==> config.mk <==
export PLATFORM = sky130hd
export DESIGN_NAME = pipeline_hazard_ctrl_flat
export DESIGN_NICKNAME = d
export VERILOG_FILES = /design/src/rtl/pipeline_hazard_ctrl_pkg.sv /design/src/rtl/pipeline_hazard_ctrl_if.sv /design/src/rtl/pipeline_hazard_ctrl_fwd_select.sv /design/src/rtl/pipeline_hazard_ctrl.sv /design/src/flat_wrapper.sv
export SDC_FILE = /design/constraint.sdc
export NUM_CORES = 1
export LEC_CHECK = 0
export CAP_MARGIN = 20
export CORE_UTILIZATION = 47
export CTS_BUF_LIST = sky130_fd_sc_hd__clkbuf_16
export DETAILED_ROUTE_END_ITERATION = 6
export HOLD_SLACK_MARGIN = 0.1
export PLACE_DENSITY = 0.88
export SYNTH_ARGS = -nofsm -noshare
export SYNTH_HDL_FRONTEND = slang
export SYNTH_SLANG_ARGS = --single-unit
export TNS_END_PERCENT = 10
==> constraint.sdc <==
create_clock -name clk -period 3.1 [get_ports clk]
set_clock_uncertainty 0.1 [all_clocks]
set_input_delay 0.775 -clock clk [delete_from_list [all_inputs] [get_ports clk]]
set_output_delay 0.775 -clock clk [all_outputs]
set_load 0.1 [all_outputs]
==> src/rtl/pipeline_hazard_ctrl_pkg.sv <==
// pipe_ctrl_pkg: shared encodings for the pipeline hazard controller
package pipe_ctrl_pkg;
  localparam logic [1:0] FWD_REGFILE = 2'd0;
  localparam logic [1:0] FWD_WB = 2'd1;
  localparam logic [1:0] FWD_MEM = 2'd2;
  localparam int STG_PC = 0;
  localparam int STG_IF_ID = 1;
  localparam int STG_ID_EX = 2;
  localparam int STG_EX_MEM = 3;
  localparam int STG_MEM_WB = 4;
  typedef enum logic [1:0] {IDLE, RUN, MEM_WAIT} state_t;
endpackage

==> src/rtl/pipeline_hazard_ctrl_if.sv <==
// pipeline_hazard_ctrl_if: pipeline status in, stage control and statistics out
interface pipeline_hazard_ctrl_if #(
  parameter int REG_ADDR_W = 5,
  parameter int CNT_W = 16
);
  logic enable;
  logic [REG_ADDR_W-1:0] rs_id, rt_id, waddr_ex, waddr_mem;
  logic rs_used_id, rt_used_id, reg_write_ex, mem_read_ex, reg_write_mem;
  logic redirect_mem, dmem_req, dmem_ready;
  logic [4:0] stage_en, flush;
  logic bubble_ex, mem_timeout;
  logic [1:0] fwd_rs_sel, fwd_rt_sel;
  logic [CNT_W-1:0] stall_cnt, flush_cnt;
  modport master (
    output enable, rs_id, rt_id, rs_used_id, rt_used_id, waddr_ex, reg_write_ex, mem_read_ex,
           waddr_mem, reg_write_mem, redirect_mem, dmem_req, dmem_ready,
    input stage_en, bubble_ex, flush, fwd_rs_sel, fwd_rt_sel, mem_timeout, stall_cnt, flush_cnt
  );
  modport slave (
    input enable, rs_id, rt_id, rs_used_id, rt_used_id, waddr_ex, reg_write_ex, mem_read_ex,
          waddr_mem, reg_write_mem, redirect_mem, dmem_req, dmem_ready,
    output stage_en, bubble_ex, flush, fwd_rs_sel, fwd_rt_sel, mem_timeout, stall_cnt, flush_cnt
  );
endinterface

==> src/rtl/pipeline_hazard_ctrl_fwd_select.sv <==
// fwd_select: EX operand forwarding source for one ID operand
module fwd_select import pipe_ctrl_pkg::*; #(
  parameter int REG_ADDR_W = 5
) (
  input logic [REG_ADDR_W-1:0] addr,
  input logic used,
  input logic [REG_ADDR_W-1:0] waddr_ex,
  input logic reg_write_ex,
  input logic mem_read_ex,
  input logic [REG_ADDR_W-1:0] waddr_mem,
  input logic reg_write_mem,
  output logic [1:0] sel
);
  always_comb
    sel = !used ? FWD_REGFILE
        : (reg_write_ex && !mem_read_ex && waddr_ex != '0 && addr == waddr_ex) ? FWD_MEM
        : (reg_write_mem && waddr_mem != '0 && addr == waddr_mem) ? FWD_WB
        : FWD_REGFILE;
endmodule

==> src/rtl/pipeline_hazard_ctrl.sv <==
// pipeline_hazard_ctrl: stage enables, bubbles, flushes, forwarding selects and stall/flush
// statistics for the 5-stage core, including data-memory wait states with timeout
module pipeline_hazard_ctrl import pipe_ctrl_pkg::*; #(
  parameter int REG_ADDR_W = 5,
  parameter int WAIT_MAX = 15,
  parameter int CNT_W = 16
) (
  input logic clk,
  input logic rst,
  pipeline_hazard_ctrl_if.slave bus
);
  state_t state, state_nxt;
  logic [7:0] wcnt;
  logic [1:0] rs_sel, rt_sel;
  logic active, timeout, mem_wait, hazard, redirect, load_use;
  fwd_select #(.REG_ADDR_W(REG_ADDR_W)) u_fwd_rs (
    .addr(bus.rs_id), .used(bus.rs_used_id), .waddr_ex(bus.waddr_ex),
    .reg_write_ex(bus.reg_write_ex), .mem_read_ex(bus.mem_read_ex),
    .waddr_mem(bus.waddr_mem), .reg_write_mem(bus.reg_write_mem), .sel(rs_sel)
  );
  fwd_select #(.REG_ADDR_W(REG_ADDR_W)) u_fwd_rt (
    .addr(bus.rt_id), .used(bus.rt_used_id), .waddr_ex(bus.waddr_ex),
    .reg_write_ex(bus.reg_write_ex), .mem_read_ex(bus.mem_read_ex),
    .waddr_mem(bus.waddr_mem), .reg_write_mem(bus.reg_write_mem), .sel(rt_sel)
  );
  // The cycle that ends a wait (ready or timeout) falls through to the normal rules.
  always_comb begin
    active = state != IDLE;
    timeout = state == MEM_WAIT && !bus.dmem_ready && wcnt == 8'(WAIT_MAX);
    mem_wait = (state == MEM_WAIT && !bus.dmem_ready && !timeout) ||
               (state == RUN && bus.dmem_req && !bus.dmem_ready);
    hazard = bus.mem_read_ex && bus.reg_write_ex && bus.waddr_ex != '0 &&
             ((bus.rs_used_id && bus.waddr_ex == bus.rs_id) ||
              (bus.rt_used_id && bus.waddr_ex == bus.rt_id));
    redirect = active && !mem_wait && bus.redirect_mem;
    load_use = active && !mem_wait && !bus.redirect_mem && hazard;
  end
  always_ff @(posedge clk)
    state <= rst ? IDLE : state_nxt;
  always_comb
    state_nxt = !bus.enable ? IDLE
              : state == IDLE ? RUN
              : mem_wait ? MEM_WAIT
              : RUN;
  always_comb begin
    bus.stage_en = (rst || !active || mem_wait) ? 5'b00000 : load_use ? 5'b11000 : 5'b11111;
    bus.flush = (!rst && redirect) ? 5'b01110 : 5'b00000;
    bus.bubble_ex = !rst && load_use;
  end
  always_ff @(posedge clk) begin
    if (rst) begin
      wcnt <= '0;
      bus.mem_timeout <= 1'b0;
      bus.fwd_rs_sel <= FWD_REGFILE;
      bus.fwd_rt_sel <= FWD_REGFILE;
      bus.stall_cnt <= '0;
      bus.flush_cnt <= '0;
    end else begin
      wcnt <= state_nxt == MEM_WAIT ? wcnt + 8'd1 : 8'd0;
      bus.mem_timeout <= bus.mem_timeout | timeout;
      if (bus.bubble_ex || bus.flush[STG_ID_EX]) begin
        bus.fwd_rs_sel <= FWD_REGFILE;
        bus.fwd_rt_sel <= FWD_REGFILE;
      end else if (bus.stage_en[STG_ID_EX]) begin
        bus.fwd_rs_sel <= rs_sel;
        bus.fwd_rt_sel <= rt_sel;
      end
      if ((mem_wait || load_use) && bus.stall_cnt != '1)
        bus.stall_cnt <= bus.stall_cnt + CNT_W'(1);
      if (redirect && bus.flush_cnt != '1)
        bus.flush_cnt <= bus.flush_cnt + CNT_W'(1);
    end
  end
endmodule

==> src/flat_wrapper.sv <==
// flat-port wrapper written by rule: the top's interface ports become plain ports
module pipeline_hazard_ctrl_flat import pipe_ctrl_pkg::*;
#(
  parameter int REG_ADDR_W = 5,
  parameter int WAIT_MAX = 15,
  parameter int CNT_W = 16
)
  (clk, rst, bus_enable, bus_rs_id, bus_rt_id, bus_rs_used_id, bus_rt_used_id, bus_waddr_ex, bus_reg_write_ex, bus_mem_read_ex, bus_waddr_mem, bus_reg_write_mem, bus_redirect_mem, bus_dmem_req, bus_dmem_ready, bus_stage_en, bus_bubble_ex, bus_flush, bus_fwd_rs_sel, bus_fwd_rt_sel, bus_mem_timeout, bus_stall_cnt, bus_flush_cnt);
  pipeline_hazard_ctrl_if #(.REG_ADDR_W(REG_ADDR_W), .CNT_W(CNT_W)) bus_i ();
  input logic clk;
  input logic rst;
  input wire logic [$bits(bus_i.enable)-1:0] bus_enable;
  input wire logic [$bits(bus_i.rs_id)-1:0] bus_rs_id;
  input wire logic [$bits(bus_i.rt_id)-1:0] bus_rt_id;
  input wire logic [$bits(bus_i.rs_used_id)-1:0] bus_rs_used_id;
  input wire logic [$bits(bus_i.rt_used_id)-1:0] bus_rt_used_id;
  input wire logic [$bits(bus_i.waddr_ex)-1:0] bus_waddr_ex;
  input wire logic [$bits(bus_i.reg_write_ex)-1:0] bus_reg_write_ex;
  input wire logic [$bits(bus_i.mem_read_ex)-1:0] bus_mem_read_ex;
  input wire logic [$bits(bus_i.waddr_mem)-1:0] bus_waddr_mem;
  input wire logic [$bits(bus_i.reg_write_mem)-1:0] bus_reg_write_mem;
  input wire logic [$bits(bus_i.redirect_mem)-1:0] bus_redirect_mem;
  input wire logic [$bits(bus_i.dmem_req)-1:0] bus_dmem_req;
  input wire logic [$bits(bus_i.dmem_ready)-1:0] bus_dmem_ready;
  output wire logic [$bits(bus_i.stage_en)-1:0] bus_stage_en;
  output wire logic [$bits(bus_i.bubble_ex)-1:0] bus_bubble_ex;
  output wire logic [$bits(bus_i.flush)-1:0] bus_flush;
  output wire logic [$bits(bus_i.fwd_rs_sel)-1:0] bus_fwd_rs_sel;
  output wire logic [$bits(bus_i.fwd_rt_sel)-1:0] bus_fwd_rt_sel;
  output wire logic [$bits(bus_i.mem_timeout)-1:0] bus_mem_timeout;
  output wire logic [$bits(bus_i.stall_cnt)-1:0] bus_stall_cnt;
  output wire logic [$bits(bus_i.flush_cnt)-1:0] bus_flush_cnt;
  assign bus_i.enable = bus_enable;
  assign bus_i.rs_id = bus_rs_id;
  assign bus_i.rt_id = bus_rt_id;
  assign bus_i.rs_used_id = bus_rs_used_id;
  assign bus_i.rt_used_id = bus_rt_used_id;
  assign bus_i.waddr_ex = bus_waddr_ex;
  assign bus_i.reg_write_ex = bus_reg_write_ex;
  assign bus_i.mem_read_ex = bus_mem_read_ex;
  assign bus_i.waddr_mem = bus_waddr_mem;
  assign bus_i.reg_write_mem = bus_reg_write_mem;
  assign bus_i.redirect_mem = bus_redirect_mem;
  assign bus_i.dmem_req = bus_dmem_req;
  assign bus_i.dmem_ready = bus_dmem_ready;
  assign bus_stage_en = bus_i.stage_en;
  assign bus_bubble_ex = bus_i.bubble_ex;
  assign bus_flush = bus_i.flush;
  assign bus_fwd_rs_sel = bus_i.fwd_rs_sel;
  assign bus_fwd_rt_sel = bus_i.fwd_rt_sel;
  assign bus_mem_timeout = bus_i.mem_timeout;
  assign bus_stall_cnt = bus_i.stall_cnt;
  assign bus_flush_cnt = bus_i.flush_cnt;
  pipeline_hazard_ctrl #(.REG_ADDR_W(REG_ADDR_W), .WAIT_MAX(WAIT_MAX), .CNT_W(CNT_W)) u_core (.clk(clk), .rst(rst), .bus(bus_i));
endmodule
==> results.md, run 1 <==
- Outcome: finished, violations left
- Failing checks: setup timing
- Core Box Area: 5270 sq um
- Vias: 2591
- Hold Path Class: register to register
- Routed wire length: between 7000 and 8000 microns
- Startpoint Class: input port
- Worst-path clk slew: about 0.060 ns
- Syn-to-layout area delta: 48.6%
- PwrDens: 350 nW/um^2
- Synth Area in Simple Gates: 30.3%
- CTS max path bufs: 2
- Synth Area in Compound Gates: around 8%
- Hold Slack: between 0.3 and 0.4 ns
- Post-synthesis xor/xnor area fraction: 15.6%
- Synthesized area: ~2600 sq um
- Die area: 5920 sq um
- Worst Setup End Kind: output pin
- TritonCTS Sinks: 47
- Die Span Y: approximately 77 microns
- Num CTS Buffers: 5
- Overflow after GRT: 0
- Fillcell total: 350
- I/O Buffers: 76
- CP Max Fanout: 4
- CTS tree: yes
- Max frequency: 318 MHz
- Mean Syn Cell Area: 8.92 sq um
- Final min period: approximately 3.1 ns
- Final hold vios: 0
- CP required: approximately 2.2 ns
- Root Driver: clkbuf_16
- First-pass GRT wire length: around 12000 microns
- Final period util: 101%
- Final nets: between 400 and 500
- Number of DRC markers in iteration 0: 148
- Crit path cell chain: buf_8 > or4_4 > o21ai_4 > nor3b_2 > a21boi_4 > nor2_4 > buf_12
- Post-DP HPWL: 4940 microns
- Maximum VDD drop: 331 uV
- WL/cell: roughly 16 microns
- Fin Setup TNS: -0.157 ns
- Vias in the first global route: roughly 2600
- Detail Route Antenna Nets: 0
- Critical Path Max Stage Delay: roughly 0.54 ns
- Main combinational cell family by area after synthesis: simple AND/OR/NAND/NOR gates
- Die W: between 70 and 80 microns
- Gp weighted congestion: around 0.86
- Number of library cell types mapped by synthesis: 53
- Via density: about 5.4
- Area taken by multi-input logic gates: about 1700 sq um
- Initial Utilization: between 50% and 60%
- Slowest cell on crit path: or4_4
- Fin worst setup slack: -0.0452 ns
- Row count: 26
- Layout cells sized above 1: between 30 and 40%
- CP Data Arrival Time: approximately 2.3 ns
- FF/Latch Area: about 940 sq um
- H-Tree Depth: 2
- Largest net degree at the start of global routing: between 40 and 50
- Total power: 1.37 mW
- Syn Inst Count: ~300
- Yosys warns: 0
- Ports: 79
- Max Cap Violations: 0
- Unrepaired setup endpoints after global routing: yes
- DRC Markers: 0
- Worst-skew pair later-pin latency: 0.28 ns
- Post-synthesis adder-cell area fraction: 1.42%
- Register bit total from synthesis: between 40 and 50
- Setup Crit Path Kind: input port to output pin
- Slew Viols, Final: 0
- Mux cell area share after synthesis: about 4.8%
- Final Setup Violations: 4
- Drt first pass iters: 4
- Lkg Pwr: 1.59 nW
- Initial antenna violation count: 1
- Seq/Total Area, Yosys: between 30% and 40%
- GRT Overall Usage: a little over a quarter
## logic make-up (layout without fill, tap and decap cells)
| kind of cell | after synthesis | in the layout |
|---|---|---|
| mux | 10 | 10 |
| buf+inv | 18 | 128 |
| flops | 47 | 47 |
| compound gates | 26 | 26 |
| fa+ha+maj | 3 | 3 |
| other cells | 1 | 3 |
| xor+xnor | 47 | 47 |
| simple gates | 144 | 144 |
## worst paths after layout
path	from	end	slack, ns	cells past startpoint
min	u_core.wcnt[0]$_SDFF_PP0_	u_core.wcnt[0]$_SDFF_PP0_	0.34	1
max	bus_waddr_ex[0]	bus_stage_en[2]	-0.05	7
min reg2reg	u_core.wcnt[0]$_SDFF_PP0_	u_core.wcnt[0]$_SDFF_PP0_	0.34	1
max reg2reg	u_core.wcnt[0]$_SDFF_PP0_	u_core.bus.stall_cnt[11]$_SDFFE_PP0P_	0.62	10
## routing by layer
metal,GRT usage (%),share of wire [%]
met3,4.76,4.9
met4,14.4,5.1
met2,47.1,52
met5,0,0
met1,29.5,38
## registers in the layout (all words and copies together), names as in the netlist
| name | count |
|---|---|
| u_core.state | 2 |
| u_core.wcnt | 8 |
| u_core.bus.mem_timeout | 1 |
| u_core.bus.stall_cnt | 16 |
| u_core.bus.fwd_rt_sel | 2 |
| u_core.bus.fwd_rs_sel | 2 |
| u_core.bus.flush_cnt | 16 |
## critical path: cells and delay by family
family                 cells  cell delay (ns)
AOI/OAI and AO/OA          2             0.31
buffers and inverters      2             0.31
and+or+nand+nor            3             0.85
## power by group
part | switching (mW) | internal (mW) | total [mW]
Clock | 0.224 | 0.294 | 0.519
Combinational | 0.139 | 0.104 | 0.243
Sequential | 0.00398 | 0.608 | 0.612
Total | 0.367 | 1.01 | 1.37
## placed cells by master, fill, tap and decap left out, types with 3 or more instances in the layout
cell type        instances
xnor2_1                 24
nand2b_1                 4
mux2_4                   5
buf_12                   9
nor2b_1                  5
a211oi_1                 4
clkdlybuf4s50_1         14
a21oi_1                  5
clkbuf_2                 5
clkbuf_16                5
nand4_1                  6
mux2i_1                  4
xor2_2                   4
nand3_1                 18
buf_4                   76
and4_1                   4
inv_1                    5
nor2_1                  53
nand2_1                 13
dfxtp_1                 47
nor3_2                   3
a21oi_2                  3
dlygate4sd2_1            7
nand3_2                  5
ha_1                     3
nand3b_1                 4
and3_1                   7
xor2_1                  18
## cell type report
cell class | count | share of cell area (%)
timing repair buffer | 115 | 26.1
clock inverter | 3 | 0.415
multi-input combinational | 232 | 43.5
antenna | 1 | 0.0638
inverter | 5 | 0.574
tap | 70 | 2.23
sequential | 47 | 24.0
clock buffer | 5 | 3.19
## repair_timing
action / in CTS / in global routing
pin swaps: 11 / 8
hold buffers: 0 / 0
endpoints found under the setup margin: 9 / 8
resized for setup: 49 / 12
setup buffers: 6 / 4
endpoints found under the hold margin: 0 / 0
## synth_stat cells (all sizes together)
cell type / count / area, sq um
buf: 8 / 63.8
nand2b: 5 / 31.3
a211o: 1 / 8.76
a21boi: 1 / 7.51
or2: 1 / 6.26
nor4b: 1 / 8.76
a21oi: 8 / 47.6
xnor2: 25 / 219
nor2: 56 / 213
conb: 1 / 3.75
nand3b: 4 / 30.0
and2b: 1 / 8.76
a211oi: 5 / 50.1
a21bo: 2 / 20.0
nand3: 23 / 130
clkbuf: 5 / 28.8
a21o: 2 / 16.3
ha: 3 / 37.5
nor2b: 5 / 31.3
nor3b: 1 / 7.51
and3b: 1 / 8.76
and3: 10 / 70.1
o21ai: 3 / 15.0
o211ai: 1 / 21.3
or4: 2 / 15.0
nand2: 13 / 48.8
and2: 3 / 18.8
mux2i: 4 / 40.0
nor3: 4 / 41.3
mux2: 6 / 86.3
nor4: 3 / 48.8
and4: 4 / 35.0
dfxtp: 47 / 941
o2111ai: 2 / 17.5
or3b: 1 / 8.76
xor2: 22 / 193
nand4: 6 / 37.5
inv: 5 / 18.8
a31oi: 1 / 6.26
## per-stage QoR
step / cell area (sq um) / std cells / utilization, % / setup WS (ns)
after floorplan: 2690 / 297 / - / -0.367
after global placement: 3630 / 459 / 68.9 / -0.387
after detailed placement: 3630 / 459 / 68.9 / -0.468
after CTS: 3890 / 473 / 73.7 / -0.00514
after global routing: 3920 / 478 / 74.5 / -0.0873
final: 3920 / 478 / 74.5 / -0.0452
Note: power is estimated with default switching activity, not from simulation.
==> run 2, diff against run 1 <==
- CORE_ASPECT_RATIO: not set -> 0.8
- CORE_UTILIZATION: 47 -> 48
- PLACE_DENSITY: 0.88 -> 0.89
- SYNTH_HIERARCHICAL: not set -> 1
==> run 2 against run 1 <==
The flow now finishes without violations. Largest cell class unchanged. Area after synthesis up 3.0%. Power grew 7.9%. Via count increased by 14%. First-iteration DRC count is 110% higher. Utilization rose by 0.32 points. Wire length rose by 13%.
==> results.md, run 2 <==
- Core Box Area: 5470 sq um (was 5270 sq um)
- Register bit total from synthesis: 47 (unchanged)
- Layout cells sized above 1: 32.7% (was 35.4%)
- Non-filler cells, final: 518 (was 478)
- Num CTS Buffers: 5 (unchanged)
- Number of DRC markers in iteration 0: 305 (was 148)
- Hold Path Class: register to register (unchanged)
- Post-synth EDFFs: 0 (unchanged)
- Synth Flop Type: dfxtp_1 (unchanged)
- Slowest cell on crit path: dlygate4sd2_1 (was or4_4)
- Regs by FF count: u_core/bus.flush_cnt (16), u_core/bus.stall_cnt (16), u_core/wcnt (8) (was u_core.bus.flush_cnt (16), u_core.bus.stall_cnt (16), u_core.wcnt (8))
- I/O Buffers: 76 (unchanged)
- R2r endpoint: u_core/bus.flush_cnt[14]$_SDFFE_PP0P_ (was u_core.bus.stall_cnt[11]$_SDFFE_PP0P_)
- Final hold vios: 0 (unchanged)
- Final period util: 99.0% (was 101%)
- Logic gate share of total power: 17.1% (was 17.7%)
- TritonCTS Sinks: 47 (unchanged)
- Layout Utilization: 74.8% (was 74.5%)
- Syn-to-layout area delta: 50.2% (was 48.6%)
- Initial antenna violation count: 0 (was 1)
- Worst-path clk slew: 0.06 ns (about the same)
- Switch Pwr: 383 uW (was 367 uW)
- Slew Viols, Final: 0 (unchanged)
- Mean Syn Cell Area: 8.37 sq um (was 8.92 sq um)
- Die W: 86.2 microns (was 77.0 microns)
- Maximum VDD drop: 254 uV (was 331 uV)
- CP delay by family, top: buffers and inverters (was simple AND/OR/NAND/NOR gates)
- Post-DP HPWL: 5770 microns (was 4940 microns)
- Critical Path Max Stage Delay: 0.26 ns (was 0.54 ns)
- Buffer and inverter count on the worst path: 3 (was 2)
- Worst-skew pair later-pin latency: 0.30 ns (was 0.28 ns)
- Number of library cell types mapped by synthesis: 45 (was 53)
- CTS max path bufs: 2 (unchanged)
- Finished layout cell area: 4090 sq um (was 3920 sq um)
- Met1 wire length: 3550 microns (was 2990 microns)
- Row count: 24 (was 26)
- Reg-to-Reg Start: u_core/wcnt[6]$_SDFF_PP0_ (was u_core.wcnt[0]$_SDFF_PP0_)
- CTS tree: yes (unchanged)
- Most common cell after layout, fill and taps aside: buf_4 (unchanged)
- Drt first pass iters: 5 (was 4)
- Die Span Y: 69.3 microns (was 77.0 microns)
- Lkg Pwr: 1.56 nW (was 1.59 nW)
- PwrDens: 363 nW/um^2 (was 350 nW/um^2)
- DRC Markers: 0 (unchanged)
- Max Cap Violations: 0 (unchanged)
- Max frequency: 326 MHz (was 318 MHz)
- Initial Utilization: 49.8% (was 50.1%)
- Final nets: 473 (was 440)
- Die area: 5970 sq um (was 5920 sq um)
- Vias: 2947 (was 2591)
- Overflow after GRT: 0 (unchanged)
- Cell accounting for the most synthesized area: dfxtp_1 (unchanged)
- Switching Fraction: 25.9% (was 26.7%)
- WL met3: 604 microns (was 382 microns)
- Gp weighted congestion: 0.960 (was 0.865)
- Fin Setup TNS: 0 ns (was -0.157 ns)
- Largest net degree at the start of global routing: 39 (was 43)
- Detail Route Antenna Nets: 0 (unchanged)
- Flop2flop setup slack: 0.50 ns (was 0.62 ns)
- CP required: 2.22 ns (about the same)
- Outcome: complete, no violations (was finished, violations left)
- Vias in the first global route: 2788 (was 2617)
- Diodes inserted: 0 (was 1)
- Clock power frac: 41.8% (was 37.8%)
- Placed cell area: 3740 sq um (was 3630 sq um)
- Seq/Total Area, Yosys: 34.6% (was 35.6%)
- Yosys warns: 6 (was 0)
- Placed cells: 496 (was 459)
- Critical path origin: bus_rs_id[4] (was bus_waddr_ex[0])
- Worst Setup End Kind: output pin (unchanged)
- Startpoint Class: input port (unchanged)
- Synthesized area: 2720 sq um (was 2640 sq um)
- Root Driver: clkbuf_16 (unchanged)
- Flop pwr share: 41.1% (was 44.5%)
- Total power: 1.48 mW (was 1.37 mW)
- Routed wire length: 8800 microns (was 7810 microns)
- Cell count along the critical path: 8 (was 7)
- CP Max Fanout: 3 (was 4)
- Setup Crit Path Kind: input port to output pin (unchanged)
- Main area contributors after synthesis: dfxtp_1 35%, xnor2_1 15%, nor2_1 6.5%, nand3_1 4.2%, nand2_1 3.3% (was dfxtp_1 36%, xnor2_1 8.3%, nor2_1 7.8%, xor2_1 7.3%, nand3_1 3.8%)
- Crit path cell chain: dlygate4sd2_1 > xnor2_1 > nand4_1 > o22ai_2 > and2_4 > nor3_4 > buf_6 > buf_12 (was buf_8 > or4_4 > o21ai_4 > nor3b_2 > a21boi_4 > nor2_4 > buf_12)
- First-pass GRT wire length: 13600 microns (was 12400 microns)
- Metal2 WL: 4280 microns (was 4040 microns)
- Crit path to: bus_stage_en[1] (was bus_stage_en[2])
- Ys async rst share: 0% (unchanged)
- Post-CTS Hold Buffers: 0 (unchanged)
- Synth top area share: 34.6% (was 35.6%)
- GRT Overall Usage: 29.3% (was 26.4%)
- Final Setup Violations: 0 (was 4)
- P_int: 1.10 mW (was 1.01 mW)
- Syn Inst Count: 325 (was 296)
- Post-synth top cells: 47 x dfxtp_1, 47 x nor2_1, 46 x xnor2_1 (was 55 x nor2_1, 47 x dfxtp_1, 25 x xnor2_1)
- Highest routed layer: met4 (unchanged)
- Final min period: 3.07 ns (was 3.15 ns)
- Ports: 79 (unchanged)
- CP Data Arrival Time: 2.19 ns (was 2.27 ns)
- H-Tree Depth: 2 (unchanged)
- Hold_sp: u_core/bus.fwd_rs_sel[0]$_SDFFE_PP0P_ (was u_core.wcnt[0]$_SDFF_PP0_)
- R2R cell count: 7 (was 10)
- Most frequent cells in the layout: 76 x buf_4, 45 x nor2_1, 45 x dfxtp_1, 42 x xnor2_1, 24 x nand2_1 (was 76 x buf_4, 53 x nor2_1, 47 x dfxtp_1, 24 x xnor2_1)
- Via density: 5.69 (was 5.42)
- WL/cell: 17.0 microns (was 16.3 microns)
## run 2: cell count changes after synthesis, moves of 6 or more
cell and change:
xnor2_1 +21, xor2_1 -13, nand2_1 +11, a21oi_1 +9
nor3_1 +9, nor2_1 -8, and3_1 -6, nand4_1 +6
## run 2: kinds of logic (layout without fill, tap and decap cells)
| logic type | after synthesis | count (layout) | share of synthesized area, % |
|---|---|---|---|
| compound gates | 33 | 33 | 8.14 |
| other cells | 1 | 2 | 0.138 |
| flops | 47 | 47 | 34.6 |
| buf+inv | 19 | 133 | 3.91 |
| fa+ha+maj | 3 | 3 | 1.38 |
| simple gates | 165 | 165 | 33.3 |
| mux | 2 | 2 | 0.828 |
| xor+xnor | 55 | 55 | 17.7 |
## run 2: power groups by stage
stage,Clock (mW),Sequential (mW),Combinational (mW)
floorplan,0,0.631,0.109
global placement,0,0.622,0.219
detailed placement,0,0.622,0.227
CTS,0.619,0.609,0.236
global route,0.647,0.609,0.263
finish,0.620,0.609,0.253
## run 2: per-stage QoR
stage	worst slack (ns)	hold slack, ns
finish	0.0301	0.361
global route	-0.00628	0.367
CTS	0.00253	0.349
detailed placement	-0.331	0.339
global placement	-0.323	0.333
floorplan	-0.559	0.318
## run 2: how the worst min path moves through the flow
stage	end	slack [ns]	cells after the start
2_1_floorplan	u_core/wcnt[0]$_SDFF_PP0_	0.32	1
3_3_place_gp	u_core/wcnt[0]$_SDFF_PP0_	0.33	1
3_5_place_dp	u_core/wcnt[0]$_SDFF_PP0_	0.34	1
4_1_cts	u_core/wcnt[0]$_SDFF_PP0_	0.35	1
5_1_grt	u_core/bus.fwd_rs_sel[0]$_SDFFE_PP0P_	0.37	2
6_report	u_core/bus.fwd_rs_sel[0]$_SDFFE_PP0P_	0.36	2
## run 2: cell type report
type / count / area [sq um]
multi-input cells: 260 / 1780
fillers: 372 / 1380
repair buffers: 120 / 1080
flip-flops and latches: 47 / 943
clock buffers: 5 / 125
well taps: 78 / 97.6
clock inverters: 3 / 43.8
inverters: 5 / 18.8
## run 2: tightest hold or removal path, cell delays in order (launching register included)
cell and delay (ns):
dfxtp_1 0.31, nand2_1 0.05, a21oi_1 0.05
## run 2: what timing repair did
action | in CTS | in global routing
buffers inserted | 11 | 3
setup endpoints to repair | 9 | 23
hold endpoints to repair | 0 | 0
resized for setup | 32 | 21
pin swaps | 9 | 9
## run 2: per-layer routing
layer	vias up	global-route usage (%)
li1	1349	-
met1	1392	35.9
met2	163	47.6
met3	43	7.14
met4	0	14.8
met5	-	0
